==> src/rtl/uart_tx_word_sched.sv <==
// Round-robin scheduler that shares one byte-wide UART transmitter between
// two word requesters. It sends the granted word MSB byte first.
module uart_tx_word_sched #(
    parameter int BIT_WIDTH   = 32,
    parameter int TIMEOUT_CYC = 65535
) (
    input  logic                 clk,
    input  logic                 rst,
    input  logic                 req0_valid,
    input  logic [BIT_WIDTH-1:0] req0_data,
    output logic                 req0_ready,
    input  logic                 req1_valid,
    input  logic [BIT_WIDTH-1:0] req1_data,
    output logic                 req1_ready,
    input  logic                 tx_busy,
    input  logic                 tx_done,
    output logic                 tx_dv,
    output logic [7:0]           tx_byte,
    output logic                 busy,
    output logic                 grant_id,
    output logic                 timeout_err
);

    localparam int NUM_BYTES = BIT_WIDTH / 8;
    localparam int CNT_W     = (NUM_BYTES > 1) ? $clog2(NUM_BYTES) : 1;
    localparam int TMR_W     = $clog2(TIMEOUT_CYC + 1);

    localparam logic [1:0] IDLE      = 2'd0;
    localparam logic [1:0] SEND      = 2'd1;
    localparam logic [1:0] WAIT_DONE = 2'd2;

    localparam logic [CNT_W-1:0] LAST_BYTE = CNT_W'(NUM_BYTES - 1);
    localparam logic [TMR_W-1:0] TMR_LAST  = TMR_W'(TIMEOUT_CYC - 1);

    logic [1:0]           state;
    logic                 last_grant;
    logic [BIT_WIDTH-1:0] shreg;
    logic [CNT_W-1:0]     byte_cnt;
    logic [TMR_W-1:0]     timer;
    logic                 sel0;
    logic                 sel1;

    // Requester selection: a lone valid wins; on a tie the one not served last wins
    always_comb begin
        sel0       = req0_valid && (!req1_valid || last_grant);
        sel1       = req1_valid && (!req0_valid || !last_grant);
        req0_ready = (state == IDLE) && sel0;
        req1_ready = (state == IDLE) && sel1;
        busy       = (state != IDLE);
    end

    // Word scheduler: accept, strobe each byte, wait for completion or timeout
    always_ff @(posedge clk) begin
        if (rst) begin
            state       <= IDLE;
            last_grant  <= 1'b1;
            grant_id    <= 1'b0;
            shreg       <= '0;
            byte_cnt    <= '0;
            timer       <= '0;
            tx_dv       <= 1'b0;
            tx_byte     <= '0;
            timeout_err <= 1'b0;
        end else begin
            tx_dv <= 1'b0;
            case (state)
                IDLE: begin
                    if (sel0 || sel1) begin
                        shreg      <= sel1 ? req1_data : req0_data;
                        grant_id   <= sel1;
                        last_grant <= sel1;
                        byte_cnt   <= '0;
                        state      <= SEND;
                    end
                end
                SEND: begin
                    if (!tx_busy) begin
                        tx_dv   <= 1'b1;
                        tx_byte <= shreg[BIT_WIDTH-1 -: 8];
                        timer   <= '0;
                        state   <= WAIT_DONE;
                    end
                end
                WAIT_DONE: begin
                    // tx_done has priority over a timeout in the same cycle
                    if (tx_done) begin
                        if (byte_cnt == LAST_BYTE) begin
                            state <= IDLE;
                        end else begin
                            shreg    <= shreg << 8;
                            byte_cnt <= byte_cnt + 1'b1;
                            state    <= SEND;
                        end
                    end else if (timer == TMR_LAST) begin
                        timeout_err <= 1'b1;
                        state       <= IDLE;
                    end else begin
                        timer <= timer + 1'b1;
                    end
                end
                default: state <= IDLE;
            endcase
        end
    end

endmodule

==> config.mk <==
export PLATFORM = sky130hd
export DESIGN_NAME = uart_tx_word_sched
export DESIGN_NICKNAME = d
export VERILOG_FILES = /design/src/rtl/uart_tx_word_sched.sv
export SDC_FILE = /design/constraint.sdc
export NUM_CORES = 1
export LEC_CHECK = 0
export ABC_AREA = 1
export CAP_MARGIN = 15
export CORE_ASPECT_RATIO = 2
export CORE_UTILIZATION = 42
export CTS_BUF_LIST = sky130_fd_sc_hd__clkbuf_4
export DETAILED_ROUTE_END_ITERATION = 7
export GPL_TIMING_DRIVEN = 0
export PLACE_DENSITY = 0.74
export SYNTH_ARGS = -nofsm -noshare
export SYNTH_HDL_FRONTEND = slang
export SYNTH_SLANG_ARGS = --single-unit
==> constraint.sdc <==
create_clock -name clk -period 1.7 [get_ports clk]
set_input_delay 0.17 -clock clk [delete_from_list [all_inputs] [get_ports clk]]
set_output_delay 0.17 -clock clk [all_outputs]
set_load 0.02 [all_outputs]
Yosys cells after proc, flatten, opt, wreduce, memory -nomap -nowiden
Cells that the tools add are included.

word-level totals
  bits in registers = 64
  bits in latches = 0
  RAM bits = 0
  ROM bits = 0
  logic and storage cells = 66
  memories kept = 0

operators by class
  add/subtract/negate cells = 2
  $mul = 0
  div/mod/pow operators = 0
  magnitude comparators = 0
  equality and inequality tests = 11
  shift-type cells = 0
  muxes and demuxes = 20
  bitwise gates (word level) = 3
  reduce and logical (&&, ||, !) cells = 21

operators with widths
  kind                   number
  $mux 32                4
  $pmux 32 s2            1
  $mux 16                3
  $pmux 16 s2            1
  $add 16x1->16 const B  1
  $eq 16x16->1 const B   1
  $mux 2                 7
  $ne 2x2->1 const B     5
  $reduce_and 4->1       2
  $pmux 2 s3             1
  $reduce_and 3->1       2
  $reduce_bool 2->1      3
  $eq 2x2->1 const B     2
  $logic_and 1x1->1      4
  $pmux 2 s2             1
  $reduce_and 2->1       2
  $logic_not 1->1        3
  $logic_or 1x1->1       3
  $ne 3x3->1 const B     1
  $not 1->1              3
  $add 2x1->2 const B    1
  $eq 2x1->1 const B     1
  $logic_not 2->1        1
  $mux 1                 2
  other kinds (2)        2

Depth between registers and ports, before layout
Gate-level depths: netlist of the first run.

  word-level depth = 6
  gate-level depth with buffers = 11

Least setup slack after synthesis of the first run
Ideal clock, no wire load.

  kind = register to register
  from = reg timer[0]
  to = reg timer[7]
  library setup time = 0.114 ns
  data arrival time = 1.336 ns
  data required time = 1.586 ns
  setup slack = 0.251 ns
  stages on the path, launching flop included = 11
  path buffers = 1
  cell sequence = dfxtp_1 > inv_1 > ha_1 > inv_1 > nor2_1 > nand2_1 > o21ai_4 > nand2_4 > buf_6 > a21oi_1 > nor2_1

between the ends
  word-level cells in the longest chain between the ends = 4
  elaborated cells on any way between the ends = 7
  classes of those cells = add/sub: 1; eq/ne: 2; mux: 3; reduce/logical: 1

ends and longest elaborated chain
  element                 RTL line  source
  from (decl)             39        logic [TMR_W-1:0] timer;
  from (signal assigned)  98        timer <= timer + 1'b1;
  $add 16x1->16           98
  $mux 16                 94        end else if (timer == TMR_LAST) begin
  $mux 16                 86        if (tx_done) begin
  $pmux 16 s2             66        case (state)

Several ways; a longest one is shown, not always the timed one. The select of a mux whose other input is x is not followed.
A chain may end at the register's enable or synchronous reset.

Worst setup path after layout of the first run
  from = reg timer[7]
  to = reg timer[10]

Same word-level chain as after synthesis.

==> qor.yml, run 1 <==
clock_network:
  clk_latency_ns: 0.42
  cts_buffers: 9
  cts_root_buf: "clkbuf_4"
  clock_tree.buffer_depth: 2
  cts_tree: "yes"
  cts_num_sinks: 64
  clkTransAtPathRegs_ns: 0.09
  cts_max_level: 3
sta:
  fin_crit_sh_pct: 96.5
  max_freq_ghz: 0.610
  relSlewSlack_pct: 65.1
  finClkSkew_ns: 0.0139
  rsz0062_at_grt: "true"
  tns_ns: 0
  finalSetupViolCount: 0
  drv_slew: 0
  worst_pin_slew_ns: 0.524
  hold_viol: 0
  min_period_ns: 1.64
status:
  outcome: "completed"
drt:
  drtIter0Drc: 179
  drc_errors: 0
  met2WireLength_mm: 6.01
  ant_nets: 0
  vias_per_cell: 5.16
  met1_length_mm: 3.66
  wl_per_cell_um: 14.7
  route.met3.wl_um: 366
  vias: 3758
  wl_mm: 10.7
  drtPass1Iterations: 4
  maxUsedRoutingLayer: "met4"
yosys:
  ys_seq_area_share_pct: 38.1
  synth_ff_type: "dfxtp_1"
  yosysTopAreaCellShare_pct: 38.1
  synthArstFlopShare_pct: 0
  synth_edf_count: 0
  ys_ff_latch: 64
  yosysMostFrequentCell: "nand2_1"
  syn-num-nets: 605
  yosys-top-cells-area: "dfxtp_1, nand2_1, a21oi_1"
  synth_commonest_cells: "nand2_1, nor2_1, a21oi_1"
  synth_area_leader_cell: "dfxtp_1"
  synth_area_per_cell_um2: 6.32
  synthesis.area_um2: 3360
  yosysUniqueCellTypes: 28
  yosysWarnings: 0
  postSynthCellCount: 532
final_layout:
  antenna_cells: 0
  drive_gt1_share_pct: 10.9
  flow.area_growth_from_synthesis_pct: 35.3
  fill_cells: 789
  nets: 704
critical_path:
  startpoint_type: "register"
  crit_required_ns: 2.01
  endpoint_kind: "register"
  critPathArrivalTime_ns: 1.95
  reg2reg_slack_ns: 0.06
  crit_fanout: 10
  worstSetupPathType: "register to register"
global_routing:
  grt_max_degree: 11
  grt.total_usage_pct: 26.9
  grt_pass1_vias: 3704
  antenna_found_initial: 0
  grt_pass1_wl_mm: 16.9
  grt.overflow.total: 0
floorplan:
  die_x_um: 65.3
  start_util_pct: 43.9
  die-height_um: 129
  core_um2: 7660
  core.rowCount: 45
  num_io_pins: 84
  fp.dieArea_um2: 8390
power_and_ir_drop:
  p_total_mw: 3.63
  ir_drop_mv: 0.532
  power_density_nw_per_um2: 797
  p_leak_nw: 2.00
placement:
  gp_congestion: 0.910
  dp_hpwl_mm: 8.14
  port_buffers: 83
min_path:
  hold_class: "primary input to register"
job:
  cap_viol_max_count: 0
## worst max-delay path, cell delays in order (launching register included)
cell	delay, ns
dfxtp_1	0.43
nand2_1	0.14
nor2_4	0.14
nand2_2	0.11
o21ai_4	0.23
nand2_4	0.13
buf_6	0.17
a21oi_1	0.13
nor2_1	0.05
## per-stage QoR
stage	cell area [µm²]	utilization, %	worst slack, ns	hold slack, ns	std cells
after detailed placement	4310	56.3	-0.560	0.460	709
final	4550	59.4	0.0598	0.397	729
after global routing	4550	59.4	-0.0553	0.399	729
after CTS	4450	58.1	0.00763	0.371	725
after floorplan	3360	-	0.251	0.239	532
after global placement	4310	56.3	-0.548	0.452	709
## metal layers
layer	global-route usage [%]	vias up
met2	51.2	126
met1	23.7	1669
li1	-	1918
met3	5.14	45
met4	19.8	0
met5	0	-
## cell usage in the layout, fill, tap and decap left out
cell type and instances:
inv_1 30, clkdlybuf4s50_1 80, nor3_1 4, clkbuf_2 6
inv_2 4, nand2_1 157, dfxtp_2 6, buf_1 1
nor3b_1 2, clkbuf_4 14, o21bai_1 1, o211a_1 1
o211ai_1 1, clkbuf_8 1, nand4_1 4, nand2_4 2
a21oi_1 69, nor2_4 4, buf_2 4, buf_6 1
clkbuf_16 1, dfxtp_1 57, buf_8 1, nand3_1 17
clkbuf_1 11, o21ai_2 4, nor2_2 3, a211oi_1 2
nand2_2 7, o21ai_0 47, clkinv_1 2, dfxtp_4 1
nor2_1 73, ha_1 3, buf_4 8, o21ai_1 3
o21ai_4 1, a21oi_2 1, dlygate4sd2_1 1
## sequential cells by signal, summed over array words and instances (netlist names)
register and cells:
shreg 32, tx_byte 8, grant_id 1, state 2, tx_dv 1, timeout_err 1
last_grant 1, byte_cnt 2, timer 16
## where the power goes
group	switching [mW]	internal [mW]
clock	0.516	0.351
sequential	0.106	1.66
combinational	0.554	0.442
## cells by family (layout without fill, tap and decap cells)
family	Yosys count	in the layout	synth area share, %
AO/OA/AOI/OAI	130	130	20.4
adder cells (fa/ha/maj)	3	3	1.12
buffers and inverters	62	165	7.55
flip-flops	64	64	38.1
AND/OR/NAND/NOR	273	273	32.9
## cell type report
cell class / count / area [µm²] / share of cell area [%]
multi-input combinational: 406 / 1870 / 41.1
sequential: 64 / 1290 / 28.4
timing repair buffer: 88 / 877 / 19.3
buffer: 28 / 160 / 3.52
inverter: 34 / 128 / 2.80
tap: 94 / 118 / 2.58
clock buffer: 13 / 97.6 / 2.14
clock inverter: 2 / 7.51 / 0.165
## path summary, 6_finish.rpt
check / to / cells past startpoint / start
max: timer[10]$_SDFFE_PP0P_ / 8 / timer[7]$_SDFFE_PP0P_
min: shreg[12]$_SDFFE_PP0P_ / 5 / req1_data[12]
max reg2reg: timer[10]$_SDFFE_PP0P_ / 8 / timer[7]$_SDFFE_PP0P_
min reg2reg: grant_id$_SDFFE_PP0P_ / 2 / grant_id$_SDFFE_PP0P_
## repair_timing
| item | in CTS | in global routing |
|---|---|---|
| hold buffers | 0 | 0 |
| gates resized for setup | 18 | 40 |
| gates cloned | 0 | 1 |
| buffers inserted | 1 | 3 |
| pin swaps | 1 | 5 |
| endpoints found under the setup margin | 40 | 51 |
Power figures use the tool's default switching activity.
==> inputs of run 2 (changes only) <==
--- a/config.mk
+++ b/config.mk
@@ -8,11 +8,12 @@
 export ABC_AREA = 1
 export CAP_MARGIN = 15
 export CORE_ASPECT_RATIO = 2
-export CORE_UTILIZATION = 42
+export CORE_UTILIZATION = 51
 export CTS_BUF_LIST = sky130_fd_sc_hd__clkbuf_4
 export DETAILED_ROUTE_END_ITERATION = 7
 export GPL_TIMING_DRIVEN = 0
-export PLACE_DENSITY = 0.74
+export MAX_ROUTING_LAYER = met4
+export PLACE_DENSITY = 0.86
 export SYNTH_ARGS = -nofsm -noshare
 export SYNTH_HDL_FRONTEND = slang
 export SYNTH_SLANG_ARGS = --single-unit
==> qor.yml, run 2 (same netlist as run 1, synthesis figures left out) <==
critical_path:
  critPathArrivalTime_ns: 1.95  # about the same
  worstSetupPathType: "register to register"
  endpoint_kind: "register"
  crit_required_ns: 2.00  # about the same
  crit_fanout: 10  # unchanged
  startpoint_type: "register"
placement:
  dp.cells: 701  # -1.1%
  gp_congestion: 0.949  # +4.4%
  dp_hpwl_mm: 8.03  # -1.3%
  pre_cts_ws_ns: -0.480  # +0.0799 ns
  port_buffers: 83  # unchanged
  place_area_um2: 4300  # -0.23%
sta:
  finClkSkew_ns: 0.0156  # +0.00172 ns
  fin_crit_sh_pct: 96.9  # +0.40 points
  hold_viol: 0  # unchanged
  fin_ws_ns: 0.0529  # -0.00689 ns
  fin_hold_ws_ns: 0.389  # -0.00840 ns
  min_period_ns: 1.65  # +0.00689 ns
  drv_slew: 0  # unchanged
  max_freq_ghz: 0.607  # -0.42%
  relSlewSlack_pct: 62.2  # -2.9 points
  worst_pin_slew_ns: 0.568  # +0.0441 ns
  finalSetupViolCount: 0  # unchanged
global_routing:
  grt.overflow.total: 0  # unchanged
  grt_pass1_vias: 3836  # +3.6%
  antenna_found_initial: 0  # unchanged
  grt_pass1_wl_mm: 16.9  # about the same
  grt.total_usage_pct: 33.9  # +7.0 points
  grt_max_degree: 11  # unchanged
final_layout:
  final_common_cell: "nand2_1"
  nets: 701  # -0.43%
  finalInstanceArea_um2: 4510  # -0.88%
  antenna_cells: 0  # unchanged
  top_regs: "shreg x32, timer x16, tx_byte x8"
  largest_reg_flops: 32  # unchanged
  stdcell_count: 719  # -1.4%
  drive_gt1_share_pct: 10.7  # -0.12 points
  top_register: "shreg"
  layout_common_cells: "nand2_1, clkdlybuf4s50_1, nor2_1, a21oi_1, dfxtp_1"
  flow.area_growth_from_synthesis_pct: 34.2
min_path:
  hold_class: "primary input to register"
clock_network:
  cts_buffers: 9  # unchanged
  clkTransAtPathRegs_ns: 0.11  # +0.02 ns
  clk_latency_ns: 0.42  # about the same
  cts_root_buf: "clkbuf_4"
  cts_max_level: 3  # unchanged
  cts_num_sinks: 64  # unchanged
  cts_tree: "yes"
  clock_tree.buffer_depth: 2  # unchanged
drt:
  ant_nets: 0  # unchanged
  drtIter0Drc: 195  # +8.9%
  drc_errors: 0  # unchanged
  wl_per_cell_um: 14.6  # -0.53%
  vias_per_cell: 5.31  # +3.0%
  drtPass1Iterations: 5  # +1
  vias: 3819  # +1.6%
  wl_mm: 10.5  # -1.9%
floorplan:
  die-height_um: 117  # -9.1%
  core_um2: 6360  # -17%
  num_io_pins: 84  # unchanged
  die_x_um: 59.4  # -9.0%
  core.rowCount: 41  # -8.9%
  fp.dieArea_um2: 6940  # -17%
  start_util_pct: 52.9  # +9.0 points
job:
  cap_viol_max_count: 0  # unchanged
power_and_ir_drop:
  ir_drop_mv: 0.515  # -3.1%
  power_density_nw_per_um2: 829  # +4.0%
  p_leak_nw: 1.98  # -0.89%
status:
  outcome: "completed"
-- run 2: cell count changes in the layout (fill, tap and decap cells not counted), sizes merged --
cell	delta
buf	-4
clkinv	+2
bufinv	+1
clkbuf	-1
-- run 2: worst max-delay path, stage by stage (launching register included) --
cell      delay, ns
dfxtp_1        0.33
ha_1           0.19
inv_1          0.05
nand2_1        0.05
o21ai_2        0.15
o21ai_2        0.14
clkbuf_2       0.24
a21oi_1        0.28
a21oi_1        0.10
-- run 2: worst paths after layout --
check | startpoint | endpoint | slack [ns] | depth (start not counted)
max | byte_cnt[0]$_SDFFE_PP0P_ | shreg[31]$_SDFFE_PP0P_ | 0.05 | 8
min reg2reg | grant_id$_SDFFE_PP0P_ | grant_id$_SDFFE_PP0P_ | 0.47 | 2
min | req1_data[12] | shreg[12]$_SDFFE_PP0P_ | 0.39 | 5
max reg2reg | byte_cnt[0]$_SDFFE_PP0P_ | shreg[31]$_SDFFE_PP0P_ | 0.05 | 8
-- run 2: report_power, final --
part	total, mW	switching, mW	internal, mW	leakage (nW)
Clock	1.01	0.545	0.468	0.0757
Sequential	1.76	0.103	1.66	0.532
Combinational	0.966	0.552	0.414	1.37
Total	3.74	1.20	2.54	1.98
-- run 2: per-stage QoR --
step	utilization, %	setup TNS [ns]	total power, mW
floorplan	-	0	2.31
global placement	67.6	-6.07	2.69
detailed placement	67.6	-7.27	2.72
CTS	69.8	0	3.71
global route	70.9	-0.0840	3.93
finish	70.9	0	3.74
-- run 2: area by class of cell --
cell class / instances / area (µm²)
clock inverter: 5 / 47.5
sequential: 64 / 1300
inverter: 34 / 128
fill: 577 / 1850
multi-input combinational: 406 / 1870
tap: 86 / 108
clock buffer: 11 / 82.6
buffer: 28 / 145
timing repair buffer: 85 / 837
-- run 2: what timing repair did --
action                                 in CTS  in global routing
pin swaps                                   0                  2
gates resized for setup                    13                 40
hold buffers                                0                  0
setup endpoints to repair                  26                 52
setup buffers                               0                  2
gates cloned                                0                  0
endpoints found under the hold margin       0                  0
-- run 2: routing by layer --
layer	vias to the layer above	global-route usage, %	wire length (µm)
met4	0	26.0	662
li1	1910	-	-
met3	51	7.91	447
met1	1714	28.3	3530
met5	-	-	0
met2	144	61.5	5880
==> inputs of run 3 (changes only) <==
--- a/config.mk
+++ b/config.mk
@@ -7,13 +7,15 @@
 export LEC_CHECK = 0
 export ABC_AREA = 1
 export CAP_MARGIN = 15
+export CELL_PAD_IN_SITES_DETAIL_PLACEMENT = 2
+export CELL_PAD_IN_SITES_GLOBAL_PLACEMENT = 2
 export CORE_ASPECT_RATIO = 2
-export CORE_UTILIZATION = 51
+export CORE_UTILIZATION = 26
 export CTS_BUF_LIST = sky130_fd_sc_hd__clkbuf_4
 export DETAILED_ROUTE_END_ITERATION = 7
 export GPL_TIMING_DRIVEN = 0
 export MAX_ROUTING_LAYER = met4
-export PLACE_DENSITY = 0.86
+export PLACE_DENSITY = 0.85
 export SYNTH_ARGS = -nofsm -noshare
 export SYNTH_HDL_FRONTEND = slang
 export SYNTH_SLANG_ARGS = --single-unit
==> qor.yml, run 3 (same netlist as run 1, synthesis figures left out) <==
global_routing:
  antenna_found_initial: 1  # +1
  grt_pass1_wl_mm: 22.5  # +33%
  grt_max_degree: 12  # +1
  grt_pass1_vias: 4548  # +19%
  grt.total_usage_pct: 23.4  # -11 points
  grt.overflow.total: 0  # unchanged
critical_path:
  critPathArrivalTime_ns: 2.19  # +0.24 ns
  crit_required_ns: 2.03  # +0.03 ns
  endpoint: "shreg[5]$_SDFFE_PP0P_"
  worstSetupPathType: "register to register"
  worstRegToRegCells: 10  # +2
  endpoint_kind: "register"
  startpoint_type: "register"
  cpMostUsedCell: "buf_6"
  crit_fanout: 5  # -5
  reg2reg_slack_ns: -0.16  # -0.22 ns
  cp_cell_sequence: "ha_2, inv_1, nand2_2, o21ai_2, inv_2, nor2_4, buf_6, buf_6, o21ai_0, a21oi_1"
  cp-startpoint: "byte_cnt[0]$_SDFFE_PP0P_"
  cp_slowest_stage_delay_ns: 0.36  # +0.03 ns
  critical_path.slowest_cell: "dfxtp_2"
  r2r_start: "byte_cnt[0]$_SDFFE_PP0P_"
  rr_endpoint: "shreg[5]$_SDFFE_PP0P_"
final_layout:
  finalInstanceArea_um2: 4880  # +8.2%
  flow.area_growth_from_synthesis_pct: 45.2
  final_common_cell: "nand2_1"
  layout_common_cells: "nand2_1, clkdlybuf4s50_1, nor2_1, a21oi_1, dfxtp_1"
  top_regs: "shreg x32, timer x16, tx_byte x8"
  drive_gt1_share_pct: 17.1  # +6.3 points
  top_register: "shreg"
  nets: 712  # +1.6%
  largest_reg_flops: 32  # unchanged
sta:
  min_period_ns: 1.86  # +0.216 ns
  rsz0062_at_grt: "true"
  relSlewSlack_pct: 58.9  # -3.2 points
  hold_viol: 0  # unchanged
  finClkSkew_ns: 0.0200  # +0.00438 ns
  fin_crit_sh_pct: 110  # +13 points
  max_freq_ghz: 0.537  # -12%
  fin_ws_ns: -0.164  # -0.216 ns
  drv_slew: 0  # unchanged
  worst_pin_slew_ns: 0.616  # +0.0481 ns
  finalSetupViolCount: 32  # +32
  tns_ns: -1.63  # -1.63 ns
placement:
  port_buffers: 83  # unchanged
  gp_congestion: 0.868  # -8.6%
  place_area_um2: 4380  # +1.9%
  dp_hpwl_mm: 11.5  # +43%
drt:
  wl_per_cell_um: 19.8  # +35%
  ant_nets: 0  # unchanged
  drtIter0Drc: 140  # -28%
  drc_errors: 0  # unchanged
  vias: 4124  # +8.0%
  vias_per_cell: 5.19  # -2.3%
  wl_mm: 15.7  # +50%
  drtPass1Iterations: 5  # unchanged
clock_network:
  clock_tree.buffer_depth: 2  # unchanged
  clkTransAtPathRegs_ns: 0.12  # about the same
  cts_buffers: 9  # unchanged
  cts_root_buf: "clkbuf_4"
  cts_num_sinks: 64  # unchanged
  cts_hold_buf: 0  # unchanged
  cts_max_level: 3  # unchanged
  clk_latency_ns: 0.43  # about the same
  cts_tree: "yes"
floorplan:
  die_x_um: 82.4  # +39%
  core.rowCount: 58  # +41%
  core_um2: 12600  # +99%
  die-height_um: 163  # +39%
  start_util_pct: 26.6  # -26 points
  fp.dieArea_um2: 13400  # +93%
  num_io_pins: 84  # unchanged
min_path:
  min_path_cells: 5  # unchanged
  hold_class: "primary input to register"
job:
  cap_viol_max_count: 0  # unchanged
power_and_ir_drop:
  p_int_mw: 2.64  # +4.0%
  p_sw_mw: 1.44  # +20%
  power_frac_seq_pct: 43.7  # -3.4 points
  ir_drop_mv: 0.355  # -31%
  netSwitchingFraction_pct: 35.3  # +3.2 points
  p_total_mw: 4.08  # +9.2%
  clock_power_share_pct: 26.4  # -0.7 points
  power_density_nw_per_um2: 836  # +0.85%
  p_leak_nw: 2.08  # +5.0%
  comb_power_share_pct: 29.9  # +4.1 points
status:
  failed_checks: "negative setup slack"
  outcome: "complete, but fails checks"
## run 3: power groups by stage
stage / combinational, mW / sequential, mW / clock, mW
after floorplan: 0.526 / 1.78 / 0
after global placement: 0.963 / 1.79 / 0
after detailed placement: 1.01 / 1.80 / 0
after CTS: 1.05 / 1.77 / 1.08
after global routing: 1.32 / 1.80 / 1.15
final: 1.22 / 1.78 / 1.08
## run 3: what timing repair did
item                                    4_1_cts  5_1_grt
endpoints found under the setup margin       54       52
pin swaps                                     2        9
gates cloned                                  0        5
buffers inserted                              2        6
resized for setup                            34       79
## run 3: critical path: cells and delay by family (launching register included)
kind                     cells  cell delay (ns)
adder cells (fa/ha/maj)      1             0.19
AO/OA/AOI/OAI                3             0.62
flip-flops                   1             0.36
buffers and inverters        4             0.40
AND/OR/NAND/NOR              2             0.19
## run 3: through the flow
stage	hold WS (ns)	instances	setup slack [ns]	util, %
2_1_floorplan	0.239	532	0.251	-
3_3_place_gp	0.448	765	-0.447	34.7
3_5_place_dp	0.476	765	-0.537	34.7
4_1_cts	0.386	783	-0.0233	36.2
5_1_grt	0.409	795	-0.191	38.7
6_report	0.392	795	-0.164	38.7
## run 3: final cells by class
type | instances | area [µm²]
repair buffers | 96 | 966
flip-flops and latches | 64 | 1300
diodes | 1 | 2.50
inverters | 34 | 130
fillers | 1501 | 7740
clock inverters | 6 | 60.1
multi-input cells | 406 | 1970
plain buffers | 28 | 189
clock buffers | 10 | 75.1
well taps | 150 | 188
## run 3: worst min-delay path by stage
stage                                   from                       end  slack, ns
floorplan                                rst     timer[2]$_SDFFE_PP0P_       0.24
global placement    timeout_err$_SDFFE_PP0P_  timeout_err$_SDFFE_PP0P_       0.45
detailed placement    shreg[31]$_SDFFE_PP0P_   tx_byte[7]$_SDFFE_PP0P_       0.48
CTS                            req1_data[30]    shreg[30]$_SDFFE_PP0P_       0.39
global route                   req1_data[30]    shreg[30]$_SDFFE_PP0P_       0.41
finish                         req1_data[16]    shreg[16]$_SDFFE_PP0P_       0.39
## run 3: layer usage
layer / track usage [%] / vias up / wire, µm
met2: 47.2 / 106 / 9440
met1: 19.3 / 2032 / 5090
met4: 12.3 / 0 / 898
met3: 2.41 / 52 / 324
li1: - / 1934 / -
met5: - / - / 0
